$ cat src/rtl/mac_tx_arbiter.sv
`default_nettype none
// ============================================================================
// mac_tx_arbiter : round-robin owner of the MAC transmit path (ARP vs IP)
// Revision: 1.0
// ============================================================================
module mac_tx_arbiter #(
  parameter int IFG_CYCLES     = 12,
  parameter int TIMEOUT_CYCLES = 65535
) (
  input  logic        clk,
  input  logic        rst,
  input  logic        arp_tx_req,
  input  logic        ip_tx_req,
  output logic        arp_tx_ready,
  output logic        ip_tx_ready,
  output logic        mac_tx_start,
  output logic        mac_tx_sel,
  input  logic        mac_tx_end,
  output logic        tx_busy,
  output logic        tx_timeout_err,
  output logic [15:0] arp_grant_cnt,
  output logic [15:0] ip_grant_cnt
);

  localparam logic [7:0]  GAP_LAST = 8'(IFG_CYCLES - 1);
  localparam logic [15:0] TMO_LAST = 16'(TIMEOUT_CYCLES - 1);

  typedef enum logic [1:0] {
    IDLE  = 2'd0,
    GRANT = 2'd1,
    BUSY  = 2'd2,
    GAP   = 2'd3
  } state_t;

  state_t      state_q, state_d;
  logic        sel_q, sel_d;
  logic        last_ip_q, last_ip_d;
  logic        err_q, err_d;
  logic [15:0] arp_cnt_q, arp_cnt_d;
  logic [15:0] ip_cnt_q, ip_cnt_d;
  logic [15:0] tmo_cnt_q, tmo_cnt_d;
  logic [7:0]  gap_cnt_q, gap_cnt_d;

  always_comb begin
    state_d   = state_q;
    sel_d     = sel_q;
    last_ip_d = last_ip_q;
    err_d     = 1'b0;
    arp_cnt_d = arp_cnt_q;
    ip_cnt_d  = ip_cnt_q;
    tmo_cnt_d = tmo_cnt_q;
    gap_cnt_d = gap_cnt_q;
    case (state_q)
      IDLE: begin
        if (arp_tx_req || ip_tx_req) begin
          // On a tie the requester that did not win last time goes next.
          sel_d     = (arp_tx_req && ip_tx_req) ? !last_ip_q : ip_tx_req;
          last_ip_d = sel_d;
          state_d   = GRANT;
        end
      end
      GRANT: begin
        if (sel_q) begin
          if (ip_cnt_q != 16'hffff) ip_cnt_d = ip_cnt_q + 16'd1;
        end else begin
          if (arp_cnt_q != 16'hffff) arp_cnt_d = arp_cnt_q + 16'd1;
        end
        tmo_cnt_d = 16'd0;
        state_d   = BUSY;
      end
      BUSY: begin
        tmo_cnt_d = tmo_cnt_q + 16'd1;
        if (mac_tx_end) begin
          gap_cnt_d = 8'd0;
          state_d   = GAP;
        end else if (tmo_cnt_q == TMO_LAST) begin
          err_d     = 1'b1;
          gap_cnt_d = 8'd0;
          state_d   = GAP;
        end
      end
      GAP: begin
        gap_cnt_d = gap_cnt_q + 8'd1;
        if (gap_cnt_q == GAP_LAST) state_d = IDLE;
      end
      default: state_d = IDLE;
    endcase
  end

  always_ff @(posedge clk) begin
    if (rst) begin
      state_q   <= IDLE;
      sel_q     <= 1'b0;
      last_ip_q <= 1'b1;
      err_q     <= 1'b0;
      arp_cnt_q <= 16'd0;
      ip_cnt_q  <= 16'd0;
      tmo_cnt_q <= 16'd0;
      gap_cnt_q <= 8'd0;
    end else begin
      state_q   <= state_d;
      sel_q     <= sel_d;
      last_ip_q <= last_ip_d;
      err_q     <= err_d;
      arp_cnt_q <= arp_cnt_d;
      ip_cnt_q  <= ip_cnt_d;
      tmo_cnt_q <= tmo_cnt_d;
      gap_cnt_q <= gap_cnt_d;
    end
  end

  assign arp_tx_ready   = (state_q == GRANT) && !sel_q;
  assign ip_tx_ready    = (state_q == GRANT) && sel_q;
  assign mac_tx_start   = (state_q == GRANT);
  assign mac_tx_sel     = sel_q;
  assign tx_busy        = (state_q != IDLE);
  assign tx_timeout_err = err_q;
  assign arp_grant_cnt  = arp_cnt_q;
  assign ip_grant_cnt   = ip_cnt_q;

endmodule
`default_nettype wire

$ cat config.mk
export PLATFORM = sky130hd
export DESIGN_NAME = mac_tx_arbiter
export DESIGN_NICKNAME = d
export VERILOG_FILES = /design/src/rtl/mac_tx_arbiter.sv
export SDC_FILE = /design/constraint.sdc
export NUM_CORES = 1
export LEC_CHECK = 0
export CORE_ASPECT_RATIO = 0.8
export CORE_MARGIN = 2
export CORE_UTILIZATION = 37
export DETAILED_ROUTE_END_ITERATION = 16
export PLACE_DENSITY = 0.67
export SYNTH_ARGS = -nofsm -noshare
export SYNTH_HDL_FRONTEND = slang
export SYNTH_SLANG_ARGS = --single-unit
$ cat constraint.sdc
create_clock -name clk -period 2.42 [get_ports clk]
set_input_delay 0.363 -clock clk [delete_from_list [all_inputs] [get_ports clk]]
set_output_delay 0.363 -clock clk [all_outputs]
set_load 0.1 [all_outputs]
**Word-level counts from Yosys, hierarchy flattened**

Index checks and enable logic that the tools add are counted.

- Register bits: 61
- Input port bits: 5

- Mux-type cells: 11
- Bitwise operators: 2
- $add $sub $neg: 4
- Reductions and logical operators: 16
- Eq/ne operators: 10

Operator list:

| operator | number |
|---|---|
| adder 16 x 1 -> 16 bit (second input constant) | 3 |
| inequality test 16 bit (second input constant) | 2 |
| one-hot mux 16 bit (2 select lines) | 1 |
| == test 16 bit (second input constant) | 1 |
| 2-to-1 mux 8 bit | 2 |
| one-hot mux 8 bit (2 select lines) | 1 |
| AND reduction 3 bit | 3 |
| adder 8 x 1 -> 8 bit (second input constant) | 1 |
| == test 8 x 4 -> 1 bit (second input constant) | 1 |
| 2-to-1 mux 2 bit | 4 |
| one-hot mux 2 bit (4 select lines) | 1 |
| nonzero test 2 bit | 3 |
| == test 2 bit (second input constant) | 2 |
| inequality test 2 bit (second input constant) | 2 |
| AND reduction 2 bit | 2 |
| logical AND 1 bit | 3 |
| inequality test 3 bit (second input constant) | 1 |
| OR reduction 3 bit | 1 |
| == test 2 x 1 -> 1 bit (second input constant) | 1 |
| zero test 1 bit | 2 |
| zero test 2 bit | 1 |
| 2-to-1 mux 1 bit | 2 |
| inverter 1 bit | 2 |
| logical OR 1 bit | 1 |

**Longest topological paths before layout**

- Depth after elaboration: 4
- Mapped depth: 7
- Gate-level depth less buffers: 7

**Least setup slack after synthesis**

Ideal clock, no wire load.

- Path type: reg-to-reg
- Start point: reg state_q[1]
- End point: reg arp_cnt_q[0], in the netlist arp_grant_cnt[0]
- Slack: -1.152 ns
- Arrival time: 3.451 ns
- Library setup time: 0.121 ns
- Stages on the path, launching flop included: 6
- Buffers on the path: 0
- Cells stage by stage: dfxtp_1 -> inv_1 -> ha_1 -> nor2b_1 -> a21boi_0 -> mux2_2

- Cells in the longest elaborated chain, start to end: 2

Ends and longest elaborated chain:

| item | RTL line | text |
|---|---|---|
| start, declared | 35 | `state_t state_q, state_d;` |
| start signal, assigned | 101 | `state_q <= state_d;` |
| == test 2 x 1 -> 1 bit | n/a |  |
| named net mac_tx_start | 16 | `output logic mac_tx_start,` |
| AND reduction 3 bit (no line) | n/a |  |
| end signal, assigned | 105 | `arp_cnt_q <= arp_cnt_d;` |
| end, declared | 39 | `logic [15:0] arp_cnt_q, arp_cnt_d;` |

The timed path passes the listed nets, and every way through them passes these cells.
A chain may end at the register's enable or synchronous reset.

**Final worst setup path**

- Start point: reg state_q[1]
- End point: reg arp_cnt_q[9], in the netlist arp_grant_cnt[9]

- Cells in the longest elaborated chain, start to end: 2

Ends and longest elaborated chain:

| item | RTL line | text |
|---|---|---|
| == test 2 x 1 -> 1 bit | 53 | `case (state_q)` |
| AND reduction 3 bit (no line) | n/a |  |

Every way passes these cells.

==> insert_results.sql <==
INSERT INTO impl_metrics (metric_group, metric, value, unit) VALUES
('timing', 'timing.max_slew.rel_slack', '0.555', ''),
('detailed_routing', 'route.final.wire_length', '7750', 'um'),
('floorplan', 'die-width', '109', 'um'),
('detailed_routing', 'drt-initial-drc-count', '164', ''),
('timing', 'setup_viol', '0', ''),
('yosys', 'synth.yosys.seq_area_share', '0.373', ''),
('detailed_routing', 'detail_route.vias_per_cell', '5.47', ''),
('finish', 'num-nets-final', '443', ''),
('worst_setup_path', 'critical-path-slowest-cell', 'or3b_1', ''),
('pwr', 'power_density', '706', 'nW/um^2'),
('clock_tree', 'cts.reportedPaths.clkPinSlew', '70', 'ps'),
('timing', 'totalNegativeSetupSlack', '0', 'ps'),
('finish', 'syn_to_final_growth', '20.4', '%'),
('clock_tree', 'post-cts-setup-buffer-count', '0', ''),
('detailed_routing', 'route.detailed.drc', '0', ''),
('clock_tree', 'hold_bufs_inserted_after_cts', '0', ''),
('detailed_routing', 'detailed_route_via_count', '2986', ''),
('timing', 'rsz0062_at_grt', 'false', ''),
('timing', 'timing_worst_slew_pin_value', '667', 'ps'),
('worst_setup_path', 'critical_setup_path_kind', 'register to register', ''),
('yosys', 'synthesis.instances', '385', ''),
('clock_tree', 'root_buffer', 'clkbuf_8', ''),
('global_routing', 'grt_first_pass_wirelength', '12600', 'um'),
('pwr', 'cellLeakagePower', '1.44', 'nW'),
('floorplan', 'floorplan.initialDensity', '0.383', ''),
('placement', 'dpl.cell_count', '530', ''),
('clock_tree', 'resized_after_cts', '0', ''),
('floorplan', 'core_region_area', '8560', 'um^2'),
('yosys', 'ys_dominant_reg_cell', 'dfxtp_1', ''),
('clock_tree', 'cts-htree-levels', '3', ''),
('global_routing', 'grt_use_total', '0.167', ''),
('worst_setup_path', 'critical_path.max_fanout', '8', ''),
('timing', 'clock-skew-final', '8.35', 'ps'),
('yosys', 'synth-seq-cells', '61', ''),
('worst_setup_path', 'worst-endpoint-arrival', '2400', 'ps'),
('yosys', 'synth_warnings', '0', ''),
('detailed_routing', 'detail_route.wl_per_cell', '14.2', 'um'),
('worst_setup_path', 'startpoint_type_of_the_worst_setup_path', 'register', ''),
('min_path', 'timing.hold.worst.class', 'register to register', ''),
('clock_tree', 'clock_latency', '340', 'ps'),
('worst_setup_path', 'crit_buf_inv', '1', ''),
('timing', 'maxSlewViolCount', '0', ''),
('clock_tree', 'cts_inserted_buffers', '9', ''),
('finish', 'post_route_cells_drive_above_1_share', '0.263', ''),
('global_routing', 'initial_antenna_violation_count', '0', ''),
('worst_setup_path', 'required', '2690', 'ps'),
('yosys', 'synth.net_count', '399', ''),
('yosys', 'syn_avg_cell_area', '8.51', 'um^2'),
('floorplan', 'die_area', '9630', 'um^2'),
('flow_run', 'max_cap_viol_count', '0', ''),
('placement', 'dpl.hpwl', '5400', 'um'),
('clock_tree', 'tritoncts_clock_tree', 'built', ''),
('worst_setup_path', 'cp_cell_sequence', 'inv_1, ha_2, and4b_1, or3b_1, or4_1, a21oi_1', ''),
('yosys', 'synth.lib_cells_used.distinct', '66', ''),
('detailed_routing', 'detail-route-antenna-nets', '0', ''),
('pwr', 'ir_drop', '0.255', 'mV'),
('status', 'result_of_the_run', 'completed', ''),
('global_routing', 'first_global_vias', '2648', ''),
('global_routing', 'grt-ovfl-total', '0', ''),
('clock_tree', 'clock_tree.buffer_depth', '2', ''),
('detailed_routing', 'first_pass_iters', '4', ''),
('timing', 'max_freq', '0.470', 'GHz'),
('timing', 'timing.final.hold_violations', '0', ''),
('floorplan', 'rows', '30', ''),
('finish', 'final_cell_count_no_fill', '546', ''),
('yosys', 'synth_async_sr_flop_share', '0', ''),
('yosys', 'synthesis.area', '3280', 'um^2'),
('placement', 'buffer_ports.inserted', '42', ''),
('worst_setup_path', 'critPathTopFamily', 'simple AND/OR/NAND/NOR gates', ''),
('worst_setup_path', 'slowest_delay', '480', 'ps'),
('global_routing', 'largest_net_degree_at_the_start_of_global_routing', '28', ''),
('clock_tree', 'clkSinkCount', '61', ''),
('yosys', 'synth_enable_flop_cells', '0', ''),
('timing', 'final.period_utilization', '0.880', ''),
('floorplan', 'io-pin-count', '43', ''),
('worst_setup_path', 'cp-end-kind', 'register', ''),
('floorplan', 'die_h', '88.2', 'um'),
('finish', 'num_antenna_cells', '0', ''),
('placement', 'routability_congestion_estimate', '0.837', ''),
('timing', 'final_critical_delay_including_setup_and_external_delays', '2130', 'ps');
## worst register-to-register path, cell delays in order, from the launching register on
cell,delay [ps]
dfxtp_1,350
inv_1,100
ha_2,240
and4b_1,320
or3b_1,480
or4_1,430
a21oi_1,150
## cells in the mapped netlist (6+ instances only)
cell	instances	area [um^2]
and3_1	8	50.1
xor2_1	6	52.6
nor2_1	32	120
nand2_1	31	116
inv_1	18	67.6
nor3_1	9	45.0
o21ai_0	11	55.1
a211oi_1	6	45.0
dfxtp_1	61	1220
or3_1	7	43.8
nor2b_1	11	68.8
mux2_2	9	101
nand3_1	19	95.1
ha_1	9	113
nand4_1	14	87.6
a21oi_1	28	140
clkbuf_1	10	37.5
## cells by family after synthesis
logic type | count (synthesis) | share of synthesized area
AOI/OAI and AO/OA | 84 | 0.176
xor gates and xnor gates | 11 | 0.0294
adders and majority gates | 9 | 0.0344
buffers and inverters | 36 | 0.0546
DFF | 61 | 0.373
muxes | 14 | 0.0462
and+or+nand+nor | 170 | 0.287
## path summary, 6_finish.rpt
path	cells after the start	startpoint	slack, ps	endpoint
worst max register to register	6	state_q[1]$_SDFFE_PP0P_	290	arp_grant_cnt[9]$_SDFFE_PP0P_
worst min register to register	2	ip_grant_cnt[14]$_SDFFE_PP0P_	480	ip_grant_cnt[14]$_SDFFE_PP0P_
worst min-delay path	2	ip_grant_cnt[14]$_SDFFE_PP0P_	480	ip_grant_cnt[14]$_SDFFE_PP0P_
worst max-delay path	6	state_q[1]$_SDFFE_PP0P_	290	arp_grant_cnt[9]$_SDFFE_PP0P_
## routing by layer
metal	routed length [um]	vias to the layer above	part of all wire	GRT usage
met5	0	-	0	0
met4	100	0	0.013	0.0529
met3	269	7	0.035	0.0536
met2	3520	39	0.45	0.256
met1	3860	1413	0.50	0.222
li1	-	1527	-	-
## registers in the layout, indices dropped and copies added, names as in the netlist
signal          cells
state_q             2
tmo_cnt_q          16
mac_tx_sel          1
tx_timeout_err      1
ip_grant_cnt       16
gap_cnt_q           8
last_ip_q           1
arp_grant_cnt      16
## where the power goes
group,internal (mW),switching [mW],total [mW]
clock,0.480,0.402,0.882
sequential,1.05,0.0567,1.11
combinational,0.211,0.587,0.798
total,1.74,1.05,2.79
## final cells by class
type,instances,area (um^2)
well taps,112,140
clock buffers,13,179
fillers,836,4610
multi-input cells,288,1890
inverters,18,71.3
repair buffers,51,400
clock inverters,3,17.5
flip-flops and latches,61,1250
## layout by cell type, fill, tap and decap left out, types with 8 or more instances in the layout
| cell | n |
|---|---|
| clkbuf_8 | 13 |
| o21ai_0 | 11 |
| buf_4 | 46 |
| a21oi_1 | 28 |
| ha_1 | 8 |
| nor3_1 | 9 |
| dfxtp_1 | 38 |
| mux2_2 | 9 |
| nand4_1 | 14 |
| inv_1 | 17 |
| nor2_1 | 32 |
| nand2_1 | 31 |
| nand3_1 | 19 |
| dfxtp_2 | 23 |
| nor2b_1 | 10 |
| and3_1 | 8 |
## through the flow
stage / hold WS, ps / power, mW / utilization / setup WS [ps] / area, um^2
after floorplan: 458 / 1.73 / - / -133 / 3320
after global routing: 509 / 2.91 / 0.461 / 155 / 3950
after global placement: 460 / 1.90 / 0.438 / 431 / 3750
after CTS: 475 / 2.81 / 0.461 / 302 / 3950
final: 483 / 2.79 / 0.461 / 291 / 3950
after detailed placement: 475 / 1.92 / 0.438 / 335 / 3750
Note: power is estimated with default switching activity, not from simulation.
